===== src/rtl/usb_tx.sv =====
// usb_tx: USB full-speed packet transmitter.
//
// Frames a requested packet as SYNC, PID, optional payload and CRC16. The
// framed bits are bit-stuffed and NRZI-encoded, driven on D+/D-, and ended
// with EOP (two bit times of SE0, then one bit time of J).
//
// Ports:
//   clk                 system clock
//   n_rst               asynchronous active-low reset
//   tx_packet[2:0]      request: 1 DATA0, 2 DATA1, 3 ACK, 4 NAK, 5 STALL, 6/7 invalid
//   buffer_occupancy    bytes held in the data buffer
//   tx_packet_data      head byte of the data buffer (combinational)
//   get_tx_packet_data  pop strobe, high in the cycle a payload byte is loaded
//   d_plus_out          bus D+ drive
//   d_minus_out         bus D- drive
//   tx_transfer_active  high while a packet is on the bus
//   tx_error            one-cycle pulse on an invalid request
module usb_tx #(
  parameter int CLKS_PER_BIT = 8,
  parameter int MAX_BYTES    = 64
) (
  input  logic       clk,
  input  logic       n_rst,
  input  logic [2:0] tx_packet,
  input  logic [6:0] buffer_occupancy,
  input  logic [7:0] tx_packet_data,
  output logic       get_tx_packet_data,
  output logic       d_plus_out,
  output logic       d_minus_out,
  output logic       tx_transfer_active,
  output logic       tx_error
);

  localparam int            TW        = (CLKS_PER_BIT > 1) ? $clog2(CLKS_PER_BIT) : 1;
  localparam logic [TW-1:0] LAST_TICK = TW'(CLKS_PER_BIT - 1);
  localparam logic [6:0]    MAX_CNT   = 7'(MAX_BYTES);

  typedef enum logic [2:0] {
    S_IDLE, S_SYNC, S_PID, S_DATA, S_CRC_LO, S_CRC_HI, S_EOP_SE0, S_EOP_J
  } state_e;

  function automatic logic [7:0] pid_byte(input logic [2:0] code);
    case (code)
      3'd1:    return 8'hC3;
      3'd2:    return 8'h4B;
      3'd3:    return 8'hD2;
      3'd4:    return 8'h5A;
      default: return 8'h1E;
    endcase
  endfunction

  state_e          state_q, state_d;
  logic [TW-1:0]   timer_q, timer_d;
  logic [2:0]      idx_q, idx_d;     // bit position within the current byte
  logic [7:0]      shift_q, shift_d; // bit [0] is the raw bit currently on the line
  logic [2:0]      code_q, code_d;
  logic [6:0]      cnt_q, cnt_d;     // payload bytes not yet loaded
  logic [15:0]     crc_q, crc_d;
  logic [2:0]      ones_q, ones_d;   // run of consecutive raw 1s
  logic            line_q, line_d;   // NRZI level, 1 = J
  logic            dp_q, dp_d, dm_q, dm_d;
  logic            active_q, active_d;
  logic            err_q, err_d;

  logic bit_end, stuff_due, data_pid, raw_emit;

  assign bit_end   = (state_q != S_IDLE) && (timer_q == LAST_TICK);
  assign stuff_due = (ones_q == 3'd6);
  assign data_pid  = (code_q == 3'd1) || (code_q == 3'd2);

  always_comb begin
    // NOTE: every signal gets a hold/default value first so no path through
    // this block leaves one unassigned, which would otherwise infer a latch.
    state_d            = state_q;
    idx_d              = idx_q;
    shift_d            = shift_q;
    code_d             = code_q;
    cnt_d              = cnt_q;
    crc_d              = crc_q;
    ones_d             = ones_q;
    line_d             = line_q;
    active_d           = active_q;
    err_d              = 1'b0;
    raw_emit           = 1'b0;
    get_tx_packet_data = 1'b0;
    timer_d            = (state_q == S_IDLE || bit_end) ? '0 : timer_q + 1'b1;

    if (state_q == S_IDLE) begin
      if (tx_packet inside {[3'd1:3'd5]}) begin
        code_d   = tx_packet;
        cnt_d    = (tx_packet == 3'd1 || tx_packet == 3'd2) ?
                   ((buffer_occupancy > MAX_CNT) ? MAX_CNT : buffer_occupancy) : 7'd0;
        state_d  = S_SYNC;
        shift_d  = 8'h80;
        idx_d    = 3'd0;
        active_d = 1'b1;
        raw_emit = 1'b1;  // first SYNC bit is a 0, which also clears the run
      end else if (tx_packet[2:1] == 2'b11) begin
        err_d = 1'b1;
      end
    end else if (bit_end) begin
      unique case (state_q)
        S_EOP_SE0: begin
          if (idx_q == 3'd0) begin
            idx_d = 3'd1;
          end else begin
            state_d = S_EOP_J;
            line_d  = 1'b1;
          end
        end
        S_EOP_J: begin
          state_d  = S_IDLE;
          active_d = 1'b0;
        end
        default: begin
          if (stuff_due) begin
            // Stuffed 0: toggles the line but holds the shifter and the CRC.
            line_d = ~line_q;
            ones_d = 3'd0;
          end else if (idx_q != 3'd7) begin
            idx_d    = idx_q + 3'd1;
            shift_d  = {1'b0, shift_q[7:1]};
            raw_emit = 1'b1;
          end else begin
            idx_d    = 3'd0;
            raw_emit = 1'b1;
            case (state_q)
              S_SYNC: begin
                state_d = S_PID;
                shift_d = pid_byte(code_q);
                crc_d   = 16'hFFFF;
              end
              S_PID, S_DATA: begin
                if (state_q == S_PID && !data_pid) begin
                  state_d  = S_EOP_SE0;
                  raw_emit = 1'b0;
                end else if (cnt_q == 7'd0) begin
                  state_d = S_CRC_LO;
                  shift_d = ~crc_q[7:0];
                end else begin
                  // Pop and load share one edge, so the strobe is decoded
                  // here rather than registered.
                  state_d            = S_DATA;
                  shift_d            = tx_packet_data;
                  cnt_d              = cnt_q - 7'd1;
                  get_tx_packet_data = 1'b1;
                end
              end
              S_CRC_LO: begin
                state_d = S_CRC_HI;
                shift_d = ~crc_q[15:8];
              end
              default: begin
                state_d  = S_EOP_SE0;
                raw_emit = 1'b0;
              end
            endcase
          end
        end
      endcase
    end

    if (raw_emit) begin
      if (!shift_d[0]) line_d = ~line_q;
      ones_d = shift_d[0] ? ones_q + 3'd1 : 3'd0;
      // Reflected CRC16 (x^16+x^15+x^2+1), payload bits only.
      if (state_d == S_DATA)
        crc_d = {1'b0, crc_q[15:1]} ^ ((crc_q[0] ^ shift_d[0]) ? 16'hA001 : 16'h0000);
    end

    dp_d = (state_d == S_EOP_SE0) ? 1'b0 : line_d;
    dm_d = (state_d == S_EOP_SE0) ? 1'b0 : ~line_d;
  end

  // NOTE: state registers use non-blocking assignments so every register
  // samples the pre-edge values computed above, independent of order.
  always_ff @(posedge clk or negedge n_rst) begin
    if (!n_rst) begin
      state_q  <= S_IDLE;
      timer_q  <= '0;
      idx_q    <= 3'd0;
      shift_q  <= 8'h00;
      code_q   <= 3'd0;
      cnt_q    <= 7'd0;
      crc_q    <= 16'h0000;
      ones_q   <= 3'd0;
      line_q   <= 1'b1;
      dp_q     <= 1'b1;
      dm_q     <= 1'b0;
      active_q <= 1'b0;
      err_q    <= 1'b0;
    end else begin
      state_q  <= state_d;
      timer_q  <= timer_d;
      idx_q    <= idx_d;
      shift_q  <= shift_d;
      code_q   <= code_d;
      cnt_q    <= cnt_d;
      crc_q    <= crc_d;
      ones_q   <= ones_d;
      line_q   <= line_d;
      dp_q     <= dp_d;
      dm_q     <= dm_d;
      active_q <= active_d;
      err_q    <= err_d;
    end
  end

  assign d_plus_out         = dp_q;
  assign d_minus_out        = dm_q;
  assign tx_transfer_active = active_q;
  assign tx_error           = err_q;

endmodule

===== config.mk =====
export PLATFORM = sky130hd
export DESIGN_NAME = usb_tx
export DESIGN_NICKNAME = d
export VERILOG_FILES = /design/src/rtl/usb_tx.sv
export SDC_FILE = /design/constraint.sdc
export NUM_CORES = 1
export LEC_CHECK = 0
export CORE_MARGIN = 1
export CORE_UTILIZATION = 25
export CTS_BUF_LIST = sky130_fd_sc_hd__clkbuf_16
export DETAILED_ROUTE_END_ITERATION = 8
export SYNTH_ARGS = -nofsm -noshare
export SYNTH_HDL_FRONTEND = slang
export SYNTH_SLANG_ARGS = --single-unit

===== constraint.sdc =====
create_clock -name clk -period 6.9 [get_ports clk]
set_clock_uncertainty 0.2 [all_clocks]
set_input_delay 1.38 -clock clk [delete_from_list [all_inputs] [get_ports clk]]
set_output_delay 1.38 -clock clk [all_outputs]
set_load 0.1 [all_outputs]

# Word-level counts from Yosys, hierarchy flattened

Cells that the tools add are included.

Bits in registers: 51
Input bits: 20
Output and inout port bits: 5
Word-level logic and storage cells: 169

Add/sub/neg operators: 4
$lt $le $gt $ge: 3
Equal/unequal tests: 30
Muxes and demuxes: 86
Bitwise operators: 6
Reduce and logical (&&, ||, !) cells: 26

Operators with widths:

| cell                                                                    | count |
|---|---|
| 16-bit 2-to-1 mux                                                       | 9 |
| 7-bit 2-to-1 mux                                                        | 11 |
| 8-bit 2-to-1 mux                                                        | 8 |
| 3-bit 2-to-1 mux                                                        | 21 |
| 8-bit case mux with 4 select lines                                      | 1 |
| 1-bit 2-to-1 mux                                                        | 30 |
| 8-bit case mux with 3 select lines                                      | 1 |
| 3-bit == test, second input constant                                    | 7 |
| 3-bit by 2-bit == test with 1-bit output, second input constant         | 6 |
| 8-bit NOT                                                               | 2 |
| 15-bit by 16-bit XOR with 16-bit output                                 | 1 |
| 3-bit case mux with 2 select lines                                      | 2 |
| 2-bit inequality test, second input constant                            | 5 |
| 2-bit nonzero test                                                      | 5 |
| 3-bit by 1-bit adder with 3-bit output, second input constant           | 3 |
| 3-bit by 1-bit == test with 1-bit output, second input constant         | 3 |
| 3-bit case mux with 3 select lines                                      | 1 |
| 2-bit by 1-bit inequality test with 1-bit output, second input constant | 4 |
| 8-bit AND reduction                                                     | 1 |
| 7-bit greater-than comparator, second input constant                    | 1 |
| 7-bit zero test                                                         | 1 |
| 7-bit by 1-bit subtractor with 7-bit output, second input constant      | 1 |
| 3-bit zero test                                                         | 2 |
| 3-bit inequality test, second input constant                            | 2 |
| 19 further kinds                                                        | 27 |

# Logic depth before layout (Yosys ltp)

Gate-level depths: netlist (run 1).

Word-level depth: 16
Gate-level depth with buffers: 11
Mapped depth without buffers: 9

# Worst setup path before layout (run 1)

OpenSTA, ideal clock, no wires.

Kind: reg-to-output
Start: register timer_q[0]
End: output port get_tx_packet_data
Arrival time: 3.462 ns
Required time: 5.320 ns
Setup slack: 1.858 ns
Cell stages (with the launch flop): 6
Path buffers: 0
Cell sequence: dfrtp_1 ha_1 ha_1 o31ai_4 nor4b_2 nor3b_1

Longest elaborated chain between the ends: 4

RTL lines:

| item                     | RTL line | text |
|---|---|---|
| start: declaration       | 53       | `logic [TW-1:0] timer_q, timer_d;` |
| start signal: assignment | 194      | `timer_q <= timer_d;` |
| 3-bit == test            | 67       | `assign bit_end = (state_q != S_IDLE) && (timer_q == LAST_TICK);` |
| 1-bit logical AND        | 67       |  |
| 1-bit 2-to-1 mux         | 101      | `end else if (bit_end) begin` |
| 1-bit 2-to-1 mux         | 88       | `if (state_q == S_IDLE) begin` |
| end: declaration         | 27       | `output logic get_tx_packet_data,` |

Every way passes these cells.

# Worst setup path in the final report (run 1)

Start: register idx_q[0]
End: output port get_tx_packet_data

Longest elaborated chain between the ends: 6

RTL lines:

| item                     | RTL line | text |
|---|---|---|
| start: declaration       | 54       | `logic [2:0] idx_q, idx_d;` |
| start signal: assignment | 195      | `idx_q <= idx_d;` |
| 3-bit inequality test    | 120      | `end else if (idx_q != 3'd7) begin` |
| 1-bit 2-to-1 mux         | 120      |  |
| 1-bit 2-to-1 mux         | 116      | `if (stuff_due) begin` |
| 1-bit 2-to-1 mux         | 102      | `unique case (state_q)` |
| 1-bit 2-to-1 mux         | 101      |  |
| 1-bit 2-to-1 mux         | 88       |  |

Every way passes these cells.

==> qor.yml, run 1 <==
grt:
  busiest_layer: "met2"
  grt_pass1_vias: 2627
  gr-usage-all-layers_pct: 12.7
  grtUsageMet2_pct: 19.8
  grt_pass1_wl_um: 12800
  gr-total-overflow: 0
  use_met1_pct: 17.6
  grt_max_degree: 52
  antenna_found_initial: 0
  grtUsageMet3_pct: 2.27
sta:
  fin_crit_sh_pct: 74.5
  finalSetupTns_ns: 0
  final_hold_viol_count: 0
  setup_viol: 0
  drv_slew: 0
  max_freq_mhz: 194
  rsz0062_at_grt: "false"
  tightest_slew_ns: 1.11
  period_needed_ns: 5.14
  layout_setup_ws_ns: 1.76
  maxSlewHeadroom_pct: 26.3
power_and_ir_drop:
  clock_power_share_pct: 16.6
  leakage_uw: 0.00147
  p_per_area_mw_per_mm2: 420
  intPower_uw: 821
  combPwrFrac_pct: 44.9
  p_switching_uw: 659
  swShare_pct: 44.5
  ir_worst_vdd_v: 0.000154
  finalPower_uw: 1480
  power_frac_seq_pct: 38.5
cells_and_area:
  drive_above_1_share_pct: 5.56
  area_growth_syn_to_layout_pct: 15.3
  final_nets: 405
  diodes: 0
  final_area_mm2: 0.00352
  seq_area_mm2: 0.00128
  fillCellCount: 1263
  multi_input_area_mm2: 0.00163
worst_setup_path:
  reg2reg_depth: 7
  cp_data_arrival_time_ns: 3.56
  cp-end-kind: "primary output"
  cp_slowest_cell: "clkdlybuf4s50_1"
  path_delay_family: "buffers and inverters"
  crit_top_cell: "ha_1"
  critPathLaunchType: "flip-flop"
  max_stage_delay_ns: 1.20
  crit_fanout: 14
  cp.required_ns: 5.32
  crit_path_cell_trace: "ha_1, ha_1, inv_1, nor4b_2, nor3b_1, clkdlybuf4s50_1"
  critPathKind: "flip-flop to primary output"
  cp.buffers_inverters: 2
  crit_cells: 6
place:
  pre_cts_ws_ns: 2.13
  globalplace.congestion: 0.851
  port-buffer-count: 24
  postPlaceCellArea_mm2: 0.00338
  dpl.hpwl_um: 5510
yosys:
  async_reset_ff_share_pct: 100
  synthDistinctLibCells: 58
  synthCells: 366
  synth_area_mm2: 0.00306
  yosysWarnings: 0
  synth_area_per_cell_um2: 8.35
  synth_seq_area_share_pct: 41.8
  yosys_register_bits: 51
  synth_edf_count: 0
  syn_nets: 394
  synth_ff_type: "dfrtp_1"
clock_network:
  cts_sinks: 51
  insertion_delay_ns: 0.29
  cts_tree: "done"
  cts.path.max_buffers: 2
  cts_root_buffer: "clkbuf_16"
  clk_pin_slew_ns: 0.07
  cts_buffers: 5
  postCtsSetupRepairBufs: 0
  hold_buffers: 0
  htreeDepth: 2
  cts_resized: 0
drt:
  initialDrtViolationCount: 152
  ant_nets: 0
  via_per_inst: 5.08
  firstDrtPassIters: 5
  routed_wl_um: 7520
  post_drt_wl_per_cell_um: 14.3
  drc_errors: 0
  vias: 2669
floorplan:
  die_w_um: 113
  initial_core_util_pct: 25.6
  dieArea_mm2: 0.0127
  pin_count: 25
  num_rows: 40
  die_y_um: 113
  core_area_mm2: 0.0120
job:
  maxCapViolCount: 0
outcome:
  status: "finished, final reports clean"
worst_hold_path:
  whs_path_depth: 1
  hp-class: "flip-flop to flip-flop"
-- routing by layer --
| layer | part of all wire, % | vias to the layer above |
|---|---|---|
| li1 | - | 1309 |
| met1 | 48 | 1275 |
| met2 | 46 | 76 |
| met3 | 4.5 | 9 |
| met4 | 1.2 | 0 |
| met5 | 0 | - |
-- sequential cells by signal, indices dropped and copies added (netlist names) --
register / cells
state_q: 3
tx_transfer_active: 1
timer_q: 3
ones_q: 3
d_minus_out: 1
crc_q: 16
d_plus_out: 1
tx_error: 1
shift_q: 8
line_q: 1
cnt_q: 7
idx_q: 3
code_q: 3
-- cell families (layout without fill, tap and decap cells) --
| group | after synthesis | count (layout) | synth area share [%] |
|---|---|---|---|
| AND/OR/NAND/NOR | 151 | 151 | 23.5 |
| adder cells (fa/ha/maj) | 8 | 8 | 3.27 |
| AO/OA/AOI/OAI | 114 | 114 | 23.8 |
| buffers and inverters | 33 | 45 | 4.91 |
| XOR/XNOR | 6 | 6 | 1.72 |
| flip-flops | 51 | 51 | 41.8 |
| multiplexers | 3 | 3 | 0.982 |
-- final cells by class --
type                            count  share of cell area, %
Tap cell                          147                   5.22
Clock buffer                        5                   3.55
Timing Repair Buffer               25                   6.89
Clock inverter                      3                  0.568
Multi-Input combinational cell    282                   46.2
Inverter                           12                   1.28
Sequential cell                    51                   36.3
-- cells in the final DEF, fill, tap and decap left out, types with 5 or more instances in the layout --
| master | Yosys | layout |
|---|---|---|
| nor2_1 | 59 | 59 |
| dfrtp_1 | 49 | 49 |
| nand2_1 | 38 | 38 |
| a21oi_1 | 32 | 32 |
| o21ai_0 | 25 | 25 |
| clkdlybuf4s50_1 | 0 | 23 |
| o21ai_1 | 13 | 13 |
| inv_1 | 12 | 12 |
| nor3_1 | 11 | 11 |
| nand3_1 | 9 | 9 |
| ha_1 | 8 | 8 |
| o22ai_1 | 7 | 7 |
| and3_1 | 6 | 6 |
| a21o_1 | 5 | 5 |
| clkbuf_16 | 0 | 5 |
-- through the flow --
step,util [%],hold WS [ns],instances
2_1_floorplan,-,0.215,366
3_3_place_gp,28.2,0.225,517
3_5_place_dp,28.2,0.238,517
4_1_cts,29.5,0.248,525
5_1_grt,29.5,0.263,525
6_report,29.5,0.247,525
-- cell usage after synthesis (5+ instances only) --
cell,number,area [um2]
inv_1,12,45.0
o21ai_0,25,125
nor3_1,11,55.1
a21o_1,5,37.5
ha_1,8,100
nand3_1,9,45.0
o22ai_1,7,43.8
a21oi_1,32,160
buf_2,6,30.0
dfrtp_1,49,1230
nor2_1,59,221
clkbuf_1,11,41.3
nand2_1,38,143
and3_1,6,37.5
o21ai_1,13,65.1
-- power groups by stage --
| stage | Clock [uW] | Combinational, uW | Sequential [uW] |
|---|---|---|---|
| 2_1_floorplan | 0 | 491 | 583 |
| 3_3_place_gp | 0 | 650 | 570 |
| 3_5_place_dp | 0 | 662 | 576 |
| 4_1_cts | 253 | 666 | 570 |
| 5_1_grt | 263 | 753 | 591 |
| 6_report | 245 | 665 | 570 |
-- final timing paths --
check                           start                  to  slack (ns)
max                          idx_q[0]  get_tx_packet_data        1.76
min in group asynchronous       n_rst            cnt_q[1]        1.00
max in group asynchronous       n_rst            crc_q[2]        5.05
max reg2reg                state_q[1]           crc_q[15]        2.81
min reg2reg                timer_q[0]          timer_q[0]        0.25
min                        timer_q[0]          timer_q[0]        0.25
(Power assumes the default switching activity.)
==> run 2, diff against run 1 <==
==> constraint.sdc (replaced) <==
create_clock -name clk -period 4.2 [get_ports clk]
set_clock_uncertainty 0.2 [all_clocks]
set_input_delay 0.84 -clock clk [delete_from_list [all_inputs] [get_ports clk]]
set_output_delay 0.84 -clock clk [all_outputs]
set_load 0.1 [all_outputs]
==> run 2 against run 1 <==
Net effect:
- first-iteration DRC count is 2.0% lower
- combinational power is 65% higher
- clock power is 64% higher
- sequential power is 66% higher
- global-route usage hardly changed
- final cell count is 0.38% higher
- routed wire length is 1.1% higher
- die area stayed put
- non-clock buffer count is 2 higher
- sequential cell count stayed put
- highest routed layer unchanged
==> qor.yml, run 2 (synthesis gave the netlist of run 1 again) <==
clock_network:
  cts_root_buffer: "clkbuf_16"  # unchanged
  insertion_delay_ns: 0.29  # about the same
  cts_resized: 0  # unchanged
  htreeDepth: 2  # unchanged
  cts_buffers: 5  # unchanged
  cts_sinks: 51  # unchanged
  postCtsSetupRepairBufs: 0  # unchanged
  cts_tree: "done"  # unchanged
  hold_buffers: 0  # unchanged
  cts.path.max_buffers: 2  # unchanged
  clk_pin_slew_ns: 0.07  # about the same
worst_setup_path:
  crit_fanout: 14  # unchanged
  critPathLaunchType: "flip-flop"  # unchanged
  cp_data_arrival_time_ns: 2.66  # was 3.56 ns
  startpoint: "idx_q[0]"  # unchanged
  crit_end: "get_tx_packet_data"  # unchanged
  reg2reg_to: "crc_q[15]"  # unchanged
  reg2reg_depth: 7  # unchanged
  r2r_slack_ns: 0.83  # was 2.81 ns
  cp-end-kind: "primary output"  # unchanged
  reg2reg_from: "state_q[0]"  # was state_q[1]
  cp.required_ns: 3.16  # was 5.32 ns
  critPathKind: "flip-flop to primary output"  # unchanged
outcome:
  status: "finished, final reports clean"  # unchanged
cells_and_area:
  top_register: "crc_q"  # unchanged
  area_growth_syn_to_layout_pct: 15.8  # was 15.3%
  top_regs: "crc_q (16), shift_q (8), cnt_q (7)"  # unchanged
  largest_reg_flops: 16  # unchanged
  diodes: 0  # unchanged
  final_nets: 407  # was 405
  final_common_cell: "nor2_1"  # unchanged
  layout_common_cells: "59 x nor2_1, 49 x dfrtp_1, 38 x nand2_1"  # unchanged
  drive_above_1_share_pct: 6.58  # was 5.56%
job:
  maxCapViolCount: 0  # unchanged
place:
  port-buffer-count: 24  # unchanged
  pre_cts_ws_ns: 0.601  # was 2.13 ns
  globalplace.congestion: 0.866  # was 0.851
  dpl.hpwl_um: 5520  # was 5510 um
sta:
  max_freq_mhz: 270
  layout_setup_ws_ns: 0.502  # was 1.76 ns
  finalSetupTns_ns: 0  # unchanged
  setup_viol: 0  # unchanged
  maxSlewHeadroom_pct: 25.9  # was 26.3%
  tightest_slew_ns: 1.11  # about the same
  fin_crit_sh_pct: 88.0
  rsz0062_at_grt: "false"  # unchanged
  final_hold_viol_count: 0  # unchanged
  drv_slew: 0  # unchanged
  period_needed_ns: 3.70
  timing.hold.ws_ns: 0.255  # was 0.247 ns
floorplan:
  die_w_um: 113  # unchanged
  pin_count: 25  # unchanged
  die_y_um: 113  # unchanged
  initial_core_util_pct: 25.6  # unchanged
  num_rows: 40  # unchanged
  dieArea_mm2: 0.0127  # unchanged
  core_area_mm2: 0.0120  # unchanged
power_and_ir_drop:
  clock_power_share_pct: 16.4  # was 16.6%
  combPwrFrac_pct: 45.0  # was 44.9%
  finalPower_uw: 2450  # was 1480 uW
  leakage_uw: 0.00148  # was 0.00147 uW
  p_per_area_mw_per_mm2: 692  # was 420 mW/mm2
  power_frac_seq_pct: 38.6  # was 38.5%
  swShare_pct: 44.6  # was 44.5%
  ir_worst_vdd_v: 0.000206  # was 0.000154 V
  p_switching_uw: 1090  # was 659 uW
  intPower_uw: 1360  # was 821 uW
drt:
  route.met3.wl_um: 432  # was 336 um
  ant_nets: 0  # unchanged
  top_layer: "met4"  # unchanged
  drt-met1-wl_um: 3620  # about the same
  routed_wl_um: 7600  # was 7520 um
  vias: 2670  # was 2669
  wl_met2_um: 3480  # about the same
  post_drt_wl_per_cell_um: 14.4  # was 14.3 um
  firstDrtPassIters: 4  # was 5
  initialDrtViolationCount: 149  # was 152
  via_per_inst: 5.07  # was 5.08
  drc_errors: 0  # unchanged
grt:
  grt_max_degree: 50  # was 52
  gr-total-overflow: 0  # unchanged
  gr-usage-all-layers_pct: 12.7  # about the same
  antenna_found_initial: 0  # unchanged
  grt_pass1_vias: 2570  # was 2627
  grt_pass1_wl_um: 12900  # was 12800 um
worst_hold_path:
  hp-class: "flip-flop to flip-flop"  # unchanged
-- run 2: critical path, cell delays in order, from the launching register on --
cell     delay, ns
dfrtp_1       0.41
ha_1          0.17
ha_1          0.45
inv_1         0.22
nor4b_2       0.48
nor3b_2       0.30
buf_4         0.33
-- run 2: worst min-delay path by stage --
stage	start	to	cells after the start
2_1_floorplan	timer_q[0]	timer_q[0]	1
6_report	timer_q[0]	timer_q[0]	1
3_3_place_gp	timer_q[0]	timer_q[0]	1
5_1_grt	timer_q[0]	timer_q[0]	1
4_1_cts	timer_q[0]	timer_q[0]	1
3_5_place_dp	timer_q[0]	timer_q[0]	1
-- run 2: power groups by stage --
stage | Clock [uW] | Combinational (uW) | Sequential, uW
2_1_floorplan | 0 | 807 | 957
3_3_place_gp | 0 | 1080 | 944
3_5_place_dp | 0 | 1100 | 954
4_1_cts | 413 | 1100 | 945
5_1_grt | 431 | 1230 | 987
6_report | 401 | 1100 | 947
-- run 2: stage by stage --
stage	util (%)	instances	cell area, um2
detailed placement	28.4	519	3400
finish	29.6	527	3540
global route	29.6	527	3540
global placement	28.4	519	3400
CTS	29.6	527	3540
floorplan	-	366	3060
-- run 2: metal layers --
layer / global-route usage (%) / vias up
met5: 0 / -
met3: 2.38 / 6
li1: - / 1317
met4: 3.38 / 0
met2: 20.2 / 78
met1: 17.5 / 1269
-- run 2: area by class of cell --
cell class,instances,area (um2)
Clock buffer,5,125
Clock inverter,3,20.0
Fill cell,1269,8420
Inverter,12,45.0
Multi-Input combinational cell,282,1630
Sequential cell,51,1280
Tap cell,147,184
Timing Repair Buffer,27,255
